### src/rtl/tx_scheduler.sv
// Schedules register-file reads and ALU results onto a single UART TX byte stream.
// Each source has a one-entry buffer. Ties are granted round-robin, and each byte is handshaked against TX_BUSY.
`timescale 1ns/1ps
module tx_scheduler #(
    parameter int DATA_WIDTH     = 8,
    parameter int HOLD_CYCLES    = 15,
    parameter int TIMEOUT_CYCLES = 255
) (
    input  logic                    REF_CLK,
    input  logic                    RST_REF,
    input  logic [DATA_WIDTH-1:0]   RD_DATA,
    input  logic                    RD_DATA_VLD,
    input  logic [2*DATA_WIDTH-1:0] ALU_OUT,
    input  logic                    ALU_OUT_VLD,
    input  logic                    TX_BUSY,
    input  logic                    CLR_ERR,
    output logic [DATA_WIDTH-1:0]   TX_P_DATA,
    output logic                    TX_DATA_VALID,
    output logic                    SCHED_BUSY,
    output logic                    OVERRUN,
    output logic                    TX_TIMEOUT
);

    localparam int HOLD_W = $clog2(HOLD_CYCLES + 1);
    localparam int TO_W   = $clog2(TIMEOUT_CYCLES + 1);

    typedef enum logic [1:0] {IDLE, HOLD, WAIT_BUSY, WAIT_DONE} state_t;

    state_t                  state;
    logic [DATA_WIDTH-1:0]   rd_buf;
    logic                    rd_full;
    logic [2*DATA_WIDTH-1:0] alu_buf;
    logic                    alu_full;
    logic [DATA_WIDTH-1:0]   frame_hi;
    logic [1:0]              bytes_left;
    logic                    last_rd;
    logic [HOLD_W-1:0]       hold_cnt;
    logic [TO_W-1:0]         to_cnt;

    logic grant_rd, grant_alu;
    logic rd_capture, alu_capture, rd_drop, alu_drop, timeout_evt;

    // Round-robin: when both buffers are full, the source that was not served last wins.
    always_comb begin
        grant_rd  = 1'b0;
        grant_alu = 1'b0;
        if (state == IDLE) begin
            if (rd_full && alu_full) begin
                grant_alu = last_rd;
                grant_rd  = !last_rd;
            end else begin
                grant_rd  = rd_full;
                grant_alu = alu_full;
            end
        end
    end

    // A buffer that is being granted this cycle counts as free, so a new pulse refills it.
    assign rd_capture  = RD_DATA_VLD && (!rd_full || grant_rd);
    assign rd_drop     = RD_DATA_VLD && rd_full && !grant_rd;
    assign alu_capture = ALU_OUT_VLD && (!alu_full || grant_alu);
    assign alu_drop    = ALU_OUT_VLD && alu_full && !grant_alu;
    assign timeout_evt = (state == WAIT_BUSY) && !TX_BUSY && (to_cnt == TO_W'(TIMEOUT_CYCLES - 1));

    assign SCHED_BUSY  = rd_full || alu_full || (state != IDLE);

    always_ff @(posedge REF_CLK or negedge RST_REF) begin
        if (!RST_REF) begin
            state         <= IDLE;
            rd_buf        <= '0;
            rd_full       <= 1'b0;
            alu_buf       <= '0;
            alu_full      <= 1'b0;
            frame_hi      <= '0;
            bytes_left    <= '0;
            last_rd       <= 1'b1;
            hold_cnt      <= '0;
            to_cnt        <= '0;
            TX_P_DATA     <= '0;
            TX_DATA_VALID <= 1'b0;
            OVERRUN       <= 1'b0;
            TX_TIMEOUT    <= 1'b0;
        end else begin
            if (rd_capture) begin
                rd_buf  <= RD_DATA;
                rd_full <= 1'b1;
            end else if (grant_rd) begin
                rd_full <= 1'b0;
            end

            if (alu_capture) begin
                alu_buf  <= ALU_OUT;
                alu_full <= 1'b1;
            end else if (grant_alu) begin
                alu_full <= 1'b0;
            end

            if (rd_drop || alu_drop) OVERRUN <= 1'b1;
            else if (CLR_ERR)        OVERRUN <= 1'b0;

            if (timeout_evt)  TX_TIMEOUT <= 1'b1;
            else if (CLR_ERR) TX_TIMEOUT <= 1'b0;

            case (state)
                IDLE: begin
                    if (grant_rd) begin
                        TX_P_DATA     <= rd_buf;
                        frame_hi      <= '0;
                        bytes_left    <= 2'd1;
                        last_rd       <= 1'b1;
                        TX_DATA_VALID <= 1'b1;
                        hold_cnt      <= '0;
                        state         <= HOLD;
                    end else if (grant_alu) begin
                        TX_P_DATA     <= alu_buf[DATA_WIDTH-1:0];
                        frame_hi      <= alu_buf[2*DATA_WIDTH-1:DATA_WIDTH];
                        bytes_left    <= 2'd2;
                        last_rd       <= 1'b0;
                        TX_DATA_VALID <= 1'b1;
                        hold_cnt      <= '0;
                        state         <= HOLD;
                    end
                end
                HOLD: begin
                    if (hold_cnt == HOLD_W'(HOLD_CYCLES - 1)) begin
                        TX_DATA_VALID <= 1'b0;
                        hold_cnt      <= '0;
                        to_cnt        <= '0;
                        state         <= WAIT_BUSY;
                    end else begin
                        hold_cnt <= hold_cnt + HOLD_W'(1);
                    end
                end
                WAIT_BUSY: begin
                    if (TX_BUSY) begin
                        to_cnt <= '0;
                        state  <= WAIT_DONE;
                    end else if (timeout_evt) begin
                        bytes_left <= '0;
                        to_cnt     <= '0;
                        state      <= IDLE;
                    end else begin
                        to_cnt <= to_cnt + TO_W'(1);
                    end
                end
                WAIT_DONE: begin
                    if (!TX_BUSY) begin
                        if (bytes_left > 2'd1) begin
                            TX_P_DATA     <= frame_hi;
                            bytes_left    <= bytes_left - 2'd1;
                            TX_DATA_VALID <= 1'b1;
                            hold_cnt      <= '0;
                            state         <= HOLD;
                        end else begin
                            bytes_left <= '0;
                            state      <= IDLE;
                        end
                    end
                end
                default: state <= IDLE;
            endcase
        end
    end

endmodule

### config.mk
export PLATFORM = sky130hd
export DESIGN_NAME = tx_scheduler
export DESIGN_NICKNAME = d
export VERILOG_FILES = /design/src/rtl/tx_scheduler.sv
export SDC_FILE = /design/constraint.sdc
export NUM_CORES = 1
export LEC_CHECK = 0
export BUFFER_PORTS_ARGS = -buffer_cell sky130_fd_sc_hd__buf_4
export CORE_ASPECT_RATIO = 1.1
export CORE_MARGIN = 5
export CORE_UTILIZATION = 40
export DETAILED_ROUTE_END_ITERATION = 12
export PLACE_DENSITY = 0.57
export REMOVE_ABC_BUFFERS = 1
export SLEW_MARGIN = 20
export SYNTH_ARGS = -nofsm -noshare
export SYNTH_HDL_FRONTEND = slang
export SYNTH_SLANG_ARGS = --single-unit
### constraint.sdc
create_clock -name REF_CLK -period 2.63 [get_ports REF_CLK]
set_clock_uncertainty 0.1 [all_clocks]
set_input_delay 0.263 -clock REF_CLK [delete_from_list [all_inputs] [get_ports REF_CLK]]
set_output_delay 0.263 -clock REF_CLK [all_outputs]
set_load 0.03 [all_outputs]
==> impl_metrics.tcl, run 1 <==
set metrics [dict create \
    status "complete, no violations" \
    synth_top_area_cell "dfrtp_1" \
    synth_cell_types 40 \
    clk_pin_slew_ns 0.07 \
    yosysWarnings 0 \
    clock_sinks 62 \
    clock.fmax_mhz 509 \
    diodes 0 \
    ys_top_cells_by_area "dfrtp_1 53%, mux2_2 5.9%, mux2_4 5.2%" \
    fin_crit_sh_pct 74.7 \
    die-width_um 90.8 \
    start_util_pct 41.0 \
    first_pass_iters 4 \
    wl_mm 5.97 \
    grt_pass1_wl_mm 9.83 \
    clkPwrFrac_pct 20.3 \
    yosysMostFrequentCell "dfrtp_1" \
    hp-class "input port to register" \
    crit_path_max_incr_delay_ns 0.59 \
    grt_setup_unrepaired "no" \
    required_ns 2.75 \
    synth.top_cell.area_share_pct 53.2 \
    maxSlewHeadroom_pct 47.4 \
    via_per_inst 5.14 \
    cts_max_level 3 \
    cts_setup_buffers 0 \
    drt-initial-drc-count 74 \
    setup_violations 0 \
    async_flop_share_pct 100 \
    synth_commonest_cells "61 x dfrtp_1, 31 x nand2_1, 15 x mux2_2, 12 x nor2_1, 11 x o21ai_0" \
    hold_path_depth 2 \
    pin_count 42 \
    switching_share_pct 35.9 \
    grtUsageTotal_pct 13.9 \
    critPathMaxFanout 15 \
    power_frac_seq_pct 39.7 \
    r2r_end "rd_buf[5]" \
    worst_r2r_path_depth 4 \
    max_cap_viol_count 0 \
    rrSetupSlack_ns 0.66 \
    ys_seq_elements 62 \
    power_switching_mw 1.51 \
    dpl.hpwl_mm 4.22 \
    place_congestion 0.748 \
    setup_slack_ns 0.664 \
    n_fill_cell 619 \
    vias 1978 \
    ys.flop_type "dfrtp_1" \
    cp.arrival_ns 2.09 \
    core_area_um2 7010 \
    power.total_mw 4.20 \
    die_y_um 98.9 \
    vdd_drop_max_mv 0.565 \
    syn_area_um2 2870 \
    cts_tree "done" \
    antenna_found_initial 0 \
    worstReg2RegStart "state[0]" \
    clk_latency_ns 0.33 \
    hp-start "CLR_ERR" \
    nets 329 \
    dieArea_um2 8980 \
    drc 0 \
    maxSlewViolCount 0 \
    slowest_stage "dfrtp_1" \
    dp_slack_ns 0.663 \
    p_per_area_nw_per_um2 1210 \
    synth_edf_count 0 \
    end_kind "register" \
    grt_max_degree 63 \
    finalHoldViolCount 0 \
    pwr-share-comb_pct 39.9 \
    drive_above_1_share_pct 33.0 \
    cts_buffers 9 \
    fin_hold_ws_ns 0.0262 \
    cts_buffer_depth 2 \
    synthCells 245 \
    worstSetupPathType "register to register" \
    clockRootBuffer "clkbuf_8" \
    internal_power_mw 2.69 \
    period_needed_ns 1.97 \
    syn_avg_cell_area_um2 11.7 \
    cp-start-kind "register" \
    portBuffers 41 \
    path_cells "nor2_1, and3_1, o21ai_4, mux2_2" \
    ant_nets 0 \
    tns_ns 0 \
    post_drt_wl_per_cell_um 15.5 \
    overflow 0 \
    p_leak_nw 1.67 \
    worstMarginPinSlew_ns 0.789 \
    grt_pass1_vias 2013 \
    syn_to_final_growth_pct 21.2 \
    hold_path_end "TX_TIMEOUT" \
    seq_area_frac_synth_pct 54.1 \
    std_cell_rows 32 \
]
==> sequential cells by signal (all words and copies together) (netlist names), 2 cells and up <==
signal and count:
rd_buf 8, frame_hi 8, alu_buf 16, hold_cnt 4, TX_P_DATA 8, state 2, bytes_left 2, to_cnt 8
==> repair_timing <==
item                       4_1_cts  5_1_grt
hold endpoints to repair        61        0
gates resized for setup          0        0
hold buffers                     1        0
setup endpoints to repair        0        0
==> kinds of logic (layout without fill, tap and decap cells) <==
family	Yosys count	in the layout	synth area share, %
AND/OR/NAND/NOR	78	78	13.6
flip-flops	62	62	54.1
AO/OA/AOI/OAI	51	51	13.2
multiplexers	33	33	13.9
buffers and inverters	15	70	2.83
adder cells (fa/ha/maj)	4	4	1.74
XOR/XNOR	2	2	0.610
==> layout make-up <==
class / count / area (µm²) / area share, %
flip-flops and latches: 62 / 1550 / 44.6
multi-input cells: 168 / 1240 / 35.6
repair buffers: 47 / 355 / 10.2
well taps: 85 / 106 / 3.06
inverters: 7 / 26.3 / 0.755
clock inverters: 3 / 42.5 / 1.22
clock buffers: 13 / 159 / 4.57
==> cell usage in the layout (no fill, tap or decap), types with 3 or more instances in the layout <==
cell type	Yosys	final
mux2_2	15	15
nand2_1	31	31
nor2_1	12	12
or2_2	8	8
and3_1	4	4
clkbuf_8	0	11
inv_1	7	7
a21o_1	5	5
ha_1	4	4
mux2i_1	8	8
nand2b_1	3	3
buf_4	2	46
a31oi_1	8	8
o221ai_1	3	3
dfrtp_1	61	61
mux2_4	10	10
nand3_1	9	9
a21oi_1	3	3
a22o_1	9	9
nor2b_1	3	3
o21ai_0	11	11
==> power by group through the flow <==
| stage | sequential [mW] | clock (mW) | combinational (mW) |
|---|---|---|---|
| after floorplan | 1.74 | 0 | 1.09 |
| after global placement | 1.68 | 0 | 1.67 |
| after detailed placement | 1.68 | 0 | 1.70 |
| after CTS | 1.67 | 0.875 | 1.71 |
| after global routing | 1.72 | 0.908 | 1.85 |
| final | 1.67 | 0.853 | 1.68 |
==> critical path, delay by kind of cell (launching register included) <==
| kind | cells | cell delay (ns) |
|---|---|---|
| multiplexers | 1 | 0.37 |
| flip-flops | 1 | 0.59 |
| AND/OR/NAND/NOR | 2 | 0.48 |
| AO/OA/AOI/OAI | 1 | 0.32 |
==> stage by stage <==
stage	std cells	instance area [µm²]	util, %
2_1_floorplan	237	2820	-
3_3_place_gp	368	3270	46.6
3_5_place_dp	368	3270	46.6
4_1_cts	385	3480	49.7
5_1_grt	385	3480	49.7
6_report	385	3480	49.7
==> worst max-delay path by stage <==
stage / start / end / slack [ns]
after floorplan: state[0] / TX_P_DATA[0] / 0.61
after global placement: state[0] / rd_buf[4] / 0.70
after detailed placement: state[0] / rd_buf[5] / 0.66
after CTS: state[0] / rd_buf[5] / 0.66
after global routing: state[0] / rd_buf[0] / 0.49
final: state[0] / rd_buf[5] / 0.66
==> layer usage <==
layer	GRT usage [%]	wire length, µm
met5	0	0
met4	5.87	94
met3	4.12	233
met2	21.2	2750
met1	18.3	2890
Power figures use the tool's default switching activity.
==> inputs of run 2 (changes only) <==
- ABC_AREA: unset -> 1
- clock period: 2.63 -> 1.9 ns (I/O delays scaled with it)
==> run 2 against run 1 <==
Effect of this change:
- the run now ends with hold timing left
- combinational power increased by 55%
- count of clock-buffer cells in the layout decreased by 4
- global-route usage increased by 2.5 points
- area after synthesis increased by 6.8%
- wire length increased by 19%
- flip-flop and latch count unchanged
- worst setup slack got worse by 0.55 ns
- final area increased by 12%
- via count increased by 33%
- register-to-register slack got worse by 0.47 ns
- critical endpoint is now SCHED_BUSY
- largest power group unchanged
- highest routed layer unchanged
==> impl_metrics.tcl, run 2 <==
set metrics [dict create \
    core_area_um2 7470 \
    grt_max_degree 63 \
    post_drt_wl_per_cell_um 12.9 \
    required_ns 1.61 \
    fin_hold_ws_ns -0.00886 \
    yosysWarnings 0 \
    max_cap_viol_count 0 \
    p_per_area_nw_per_um2 1610 \
    grt_pass1_wl_mm 12.3 \
    status "complete, but fails checks" \
    synth_top_area_cell "dfrtp_1" \
    critPathLaunch "state[0]" \
    clk_latency_ns 0.35 \
    nets 474 \
    dieArea_um2 9520 \
    cts_buffers 9 \
    worstMarginPinSlew_ns 0.793 \
    async_flop_share_pct 100 \
    finalHoldViolCount 1 \
    ys_seq_elements 62 \
    syn_to_final_growth_pct 26.9 \
    power_switching_mw 2.73 \
    seq_area_frac_synth_pct 50.7 \
    hp-class "input port to register" \
    drive_above_1_share_pct 18.4 \
    drc 0 \
    cts_max_level 3 \
    pin_count 42 \
    layout_common_cells "127 x nand2_1, 61 x dfrtp_1, 44 x buf_4" \
    grt_pass1_vias 2628 \
    synth_edf_count 0 \
    synth.top_cell.area_share_pct 49.8 \
    std_cell_rows 33 \
    hold_path_depth 3 \
    place_congestion 0.854 \
    drt-initial-drc-count 90 \
    dp.cells 511 \
    antenna_found_initial 0 \
    failed_checks "hold timing" \
    clkPwrFrac_pct 21.6 \
    wl_mm 7.08 \
    ant_nets 0 \
    maxSlewViolCount 0 \
    die_y_um 102 \
    cp.arrival_ns 1.49 \
    final_util_pct 52.1 \
    ys.flop_type "dfrtp_1" \
    worstSetupPathType "register to output port" \
    switching_share_pct 43.5 \
    maxSlewHeadroom_pct 47.2 \
    tns_ns 0 \
    end_kind "output port" \
    die-width_um 93.5 \
    clock_sinks 62 \
    cp-start-kind "register" \
    period_needed_ns 1.78 \
    hp-start "ALU_OUT[14]" \
    cts_tree "done" \
    worstReg2RegStart "state[0]" \
    layoutNonFillerInstCount 550 \
    yosysMostFrequentCell "nand2_1" \
    internal_power_mw 3.55 \
    dp_slack_ns 0.192 \
    overflow 0 \
    syn_avg_cell_area_um2 8.20 \
    final_common_cell "nand2_1" \
    largest-register "alu_buf" \
    clk_pin_slew_ns 0.08 \
    clock.fmax_mhz 561 \
    start_util_pct 41.0 \
    critPathMaxFanout 14 \
    setup_slack_ns 0.117 \
    diodes 0 \
    n_fill_cell 750 \
    largest_reg_flops 16 \
    cts_buffer_depth 2 \
    via_per_inst 4.80 \
    power_frac_seq_pct 36.8 \
    synth_commonest_cells "127 x nand2_1, 61 x dfrtp_1, 42 x nand3_1, 31 x nor2_1, 28 x inv_1" \
    first_pass_iters 4 \
    grtUsageTotal_pct 16.4 \
    worst_r2r_path_depth 6 \
    synth_cell_types 31 \
    ys_top_cells_by_area "dfrtp_1 50%, nand2_1 16%, nand3_1 6.9%" \
    rrSetupSlack_ns 0.19 \
    portBuffers 41 \
    synthCells 374 \
    clockRootBuffer "clkbuf_8" \
    vias 2640 \
    p_leak_nw 2.06 \
    syn_area_um2 3070 \
    setup_violations 0 \
    dpl.hpwl_mm 4.85 \
    grt_setup_unrepaired "no" \
    pwr-share-comb_pct 41.6 \
    vdd_drop_max_mv 0.713 \
    fin_crit_sh_pct 93.8 \
]
## run 2: changes by cell type in the layout (fill, tap and decap cells not counted), sizes merged, moves of 11 or more
| cell | change |
|---|---|
| mux2 | -25 |
| dlygate4sd3 | +22 |
| nand3 | +35 |
| nand4 | +11 |
| nand2 | +105 |
| nor2 | +23 |
| inv | +25 |
## run 2: cell families (layout without fill, tap and decap cells)
logic type / after synthesis / count (layout) / synth area share, %
flops: 62 / 62 / 50.7
xor+xnor: 3 / 3 / 0.857
buf+inv: 42 / 113 / 6.86
compound gates: 35 / 35 / 6.86
fa+ha+maj: 4 / 4 / 1.63
simple gates: 228 / 228 / 33.1
## run 2: final cells by class
type,count,area (µm²),area share (%)
clock inverter,7,106,2.73
clock buffer,9,124,3.18
multi-input combinational,270,1300,33.5
sequential,62,1550,39.9
tap,105,131,3.38
inverter,30,113,2.89
timing repair buffer,67,561,14.4
## run 2: metrics by stage
| step | total power, mW | hold WS [ns] | instance area, µm² |
|---|---|---|---|
| floorplan | 4.06 | -0.206 | 2970 |
| global placement | 4.87 | 0.231 | 3430 |
| detailed placement | 4.94 | 0.229 | 3430 |
| CTS | 6.34 | 0.00234 | 3890 |
| global route | 6.84 | 0.0187 | 3890 |
| finish | 6.28 | -0.00886 | 3890 |
## run 2: path summary, 6_finish.rpt
kind	end
hold reg to reg	alu_buf[6]
min in group asynchronous	to_cnt[6]
setup reg to reg	alu_buf[11]
max in group asynchronous	state[1]
hold / removal	alu_buf[14]
setup / recovery	SCHED_BUSY
## run 2: what timing repair did
| item | in CTS | in global routing |
|---|---|---|
| endpoints found under the setup margin | 0 | 0 |
| hold buffers | 23 | 0 |
| hold endpoints to repair | 83 | 0 |
| resized for setup | 0 | 0 |
| setup buffers | 0 | 0 |
## run 2: critical path, stage by stage (launching register included)
cell and delay (ns):
dfrtp_1 0.53, nor2_8 0.28, nand2_2 0.14, buf_4 0.19
## run 2: per-layer routing
layer | global-route usage [%] | share of wire, %
met1 | 20.7 | 45
met2 | 27.8 | 50
met3 | 3.46 | 3.4
met4 | 6.09 | 1.7
met5 | 0 | 0
## run 2: power by group through the flow
stage               clock network, mW  logic (mW)  registers [mW]
floorplan                           0        1.63            2.43
global placement                    0        2.55            2.32
detailed placement                  0        2.61            2.33
CTS                              1.38        2.66            2.31
global route                     1.44        3.02            2.38
finish                           1.36        2.61            2.31
==> inputs of run 3 (changes only) <==
- clock period: 1.9 -> 2.3 ns (I/O delays scaled with it)
==> run 3 against run 2 <==
Effect of this change:
- the run now ends clean
- combinational power fell by 20%
- global-route usage fell by 0.34 points
- sequential share of layout area rose by 2.9 points
- first-iteration DRC count rose by 79%
- largest power group unchanged
- flip-flop and latch count did not move
- worst setup slack improved by 0.39 ns
- register-to-register slack improved by 0.32 ns
- critical path type is now register to register
- highest routed layer unchanged
- die area did not move
- critical path depth rose by 3
==> impl_metrics.tcl, run 3 (synthesis results as in run 2) <==
set metrics [dict create \
    clk_pin_slew_ns 0.07 \
    fin_crit_sh_pct 78.0 \
    diodes 0 \
    maxSlewViolCount 0 \
    largest-register "alu_buf" \
    syn_to_final_growth_pct 18.2 \
    clk_latency_ns 0.34 \
    critPathMaxFanout 14 \
    end_kind "register" \
    ant_nets 0 \
    max_cap_viol_count 0 \
    cts_setup_buffers 0 \
    drc 0 \
    first_pass_iters 4 \
    nets 450 \
    tns_ns 0 \
    pin_count 42 \
    layout_common_cells "127 x nand2_1, 61 x dfrtp_1, 42 x nand3_1, 42 x buf_4, 31 x nor2_1" \
    drt-initial-drc-count 161 \
    grt_pass1_vias 2609 \
    grt_setup_unrepaired "no" \
    clock_sinks 62 \
    clockRootBuffer "clkbuf_8" \
    overflow 0 \
    die-width_um 93.5 \
    final_common_cell "nand2_1" \
    grt_pass1_wl_mm 11.9 \
    cp-start-kind "register" \
    power.total_mw 4.96 \
    post_cts_resized 0 \
    dpl.hpwl_mm 4.75 \
    portBuffers 41 \
    clock.fmax_mhz 558 \
    cts_max_level 3 \
    rrSetupSlack_ns 0.51 \
    via_per_inst 4.79 \
    drive_above_1_share_pct 19.0 \
    largest_reg_flops 16 \
    period_needed_ns 1.79 \
    grtUsageTotal_pct 16.1 \
    cpMostUsedCell "nand2_1" \
    dieArea_um2 9520 \
    cts_tree "done" \
    place_congestion 0.840 \
    post_drt_wl_per_cell_um 13.0 \
    cp.arrival_ns 1.93 \
    path_cells "nor2_8, nand3_2, nand2_2, nand2_4, nand2_1, nand2_1" \
    worstSetupPathType "register to register" \
    p_leak_nw 1.93 \
    finalHoldViolCount 0 \
    slowest_stage "dfrtp_1" \
    setup_violations 0 \
    start_util_pct 41.0 \
    required_ns 2.44 \
    crit_path_max_incr_delay_ns 0.52 \
    maxSlewHeadroom_pct 45.9 \
    vdd_drop_max_mv 0.560 \
    p_per_area_nw_per_um2 1370 \
    std_cell_rows 33 \
    cts_buffers 9 \
    antenna_found_initial 0 \
    core_area_um2 7470 \
    die_y_um 102 \
    grt_max_degree 63 \
    hp-class "input port to register" \
    vias 2517 \
    cts_buffer_depth 2 \
    status "complete, no violations" \
    wl_mm 6.83 \
    worstMarginPinSlew_ns 0.812 \
]
==> run 3: path summary, 6_finish.rpt <==
path | startpoint | to | depth (start not counted)
max | state[0] | rd_buf[6] | 6
min | RD_DATA[4] | rd_buf[4] | 3
max reg2reg | state[0] | rd_buf[6] | 6
min reg2reg | alu_buf[2] | alu_buf[2] | 2
max in group asynchronous | RST_REF | OVERRUN | 2
min in group asynchronous | RST_REF | to_cnt[6] | 2
==> run 3: timing repair <==
action	in CTS	in global routing
endpoints found under the hold margin	61	0
setup endpoints to repair	0	0
hold buffers	1	0
==> run 3: layout make-up <==
cell class	instances	area, µm²
Fill cell	731	3850
Multi-Input combinational cell	270	1300
Timing Repair Buffer	43	325
Clock buffer	9	124
Clock inverter	7	75.1
Inverter	30	113
Sequential cell	62	1550
Tap cell	105	131
==> run 3: routing by layer <==
layer / GRT usage, % / wire, µm / vias up
met1: 19.5 / 3120 / 1174
met2: 27.2 / 3360 / 43
met3: 3.53 / 222 / 11
met4: 7.67 / 123 / 0
met5: 0 / 0 / -
li1: - / - / 1289
==> run 3: critical path: cells and delay by family (launching register included) <==
| kind | cells | cell delay [ns] |
|---|---|---|
| and+or+nand+nor | 6 | 1.07 |
| DFF | 1 | 0.52 |
==> run 3: power by group <==
group	internal [mW]	total, mW	switching (mW)
Clock	0.501	0.962	0.461
Combinational	0.703	2.08	1.38
Sequential	1.55	1.92	0.368
Total	2.76	4.96	2.21
==> run 3: metrics by stage <==
step | hold slack, ns | instances | util [%] | worst slack (ns) | instance area [µm²]
6_report | 0.0145 | 526 | 48.5 | 0.507 | 3620
5_1_grt | 0.0140 | 526 | 48.5 | 0.284 | 3620
4_1_cts | 0.00610 | 526 | 48.5 | 0.477 | 3620
3_5_place_dp | 0.275 | 509 | 45.7 | 0.491 | 3410
3_3_place_gp | 0.272 | 509 | 45.7 | 0.566 | 3410
2_1_floorplan | -0.166 | 362 | - | 0.623 | 2970
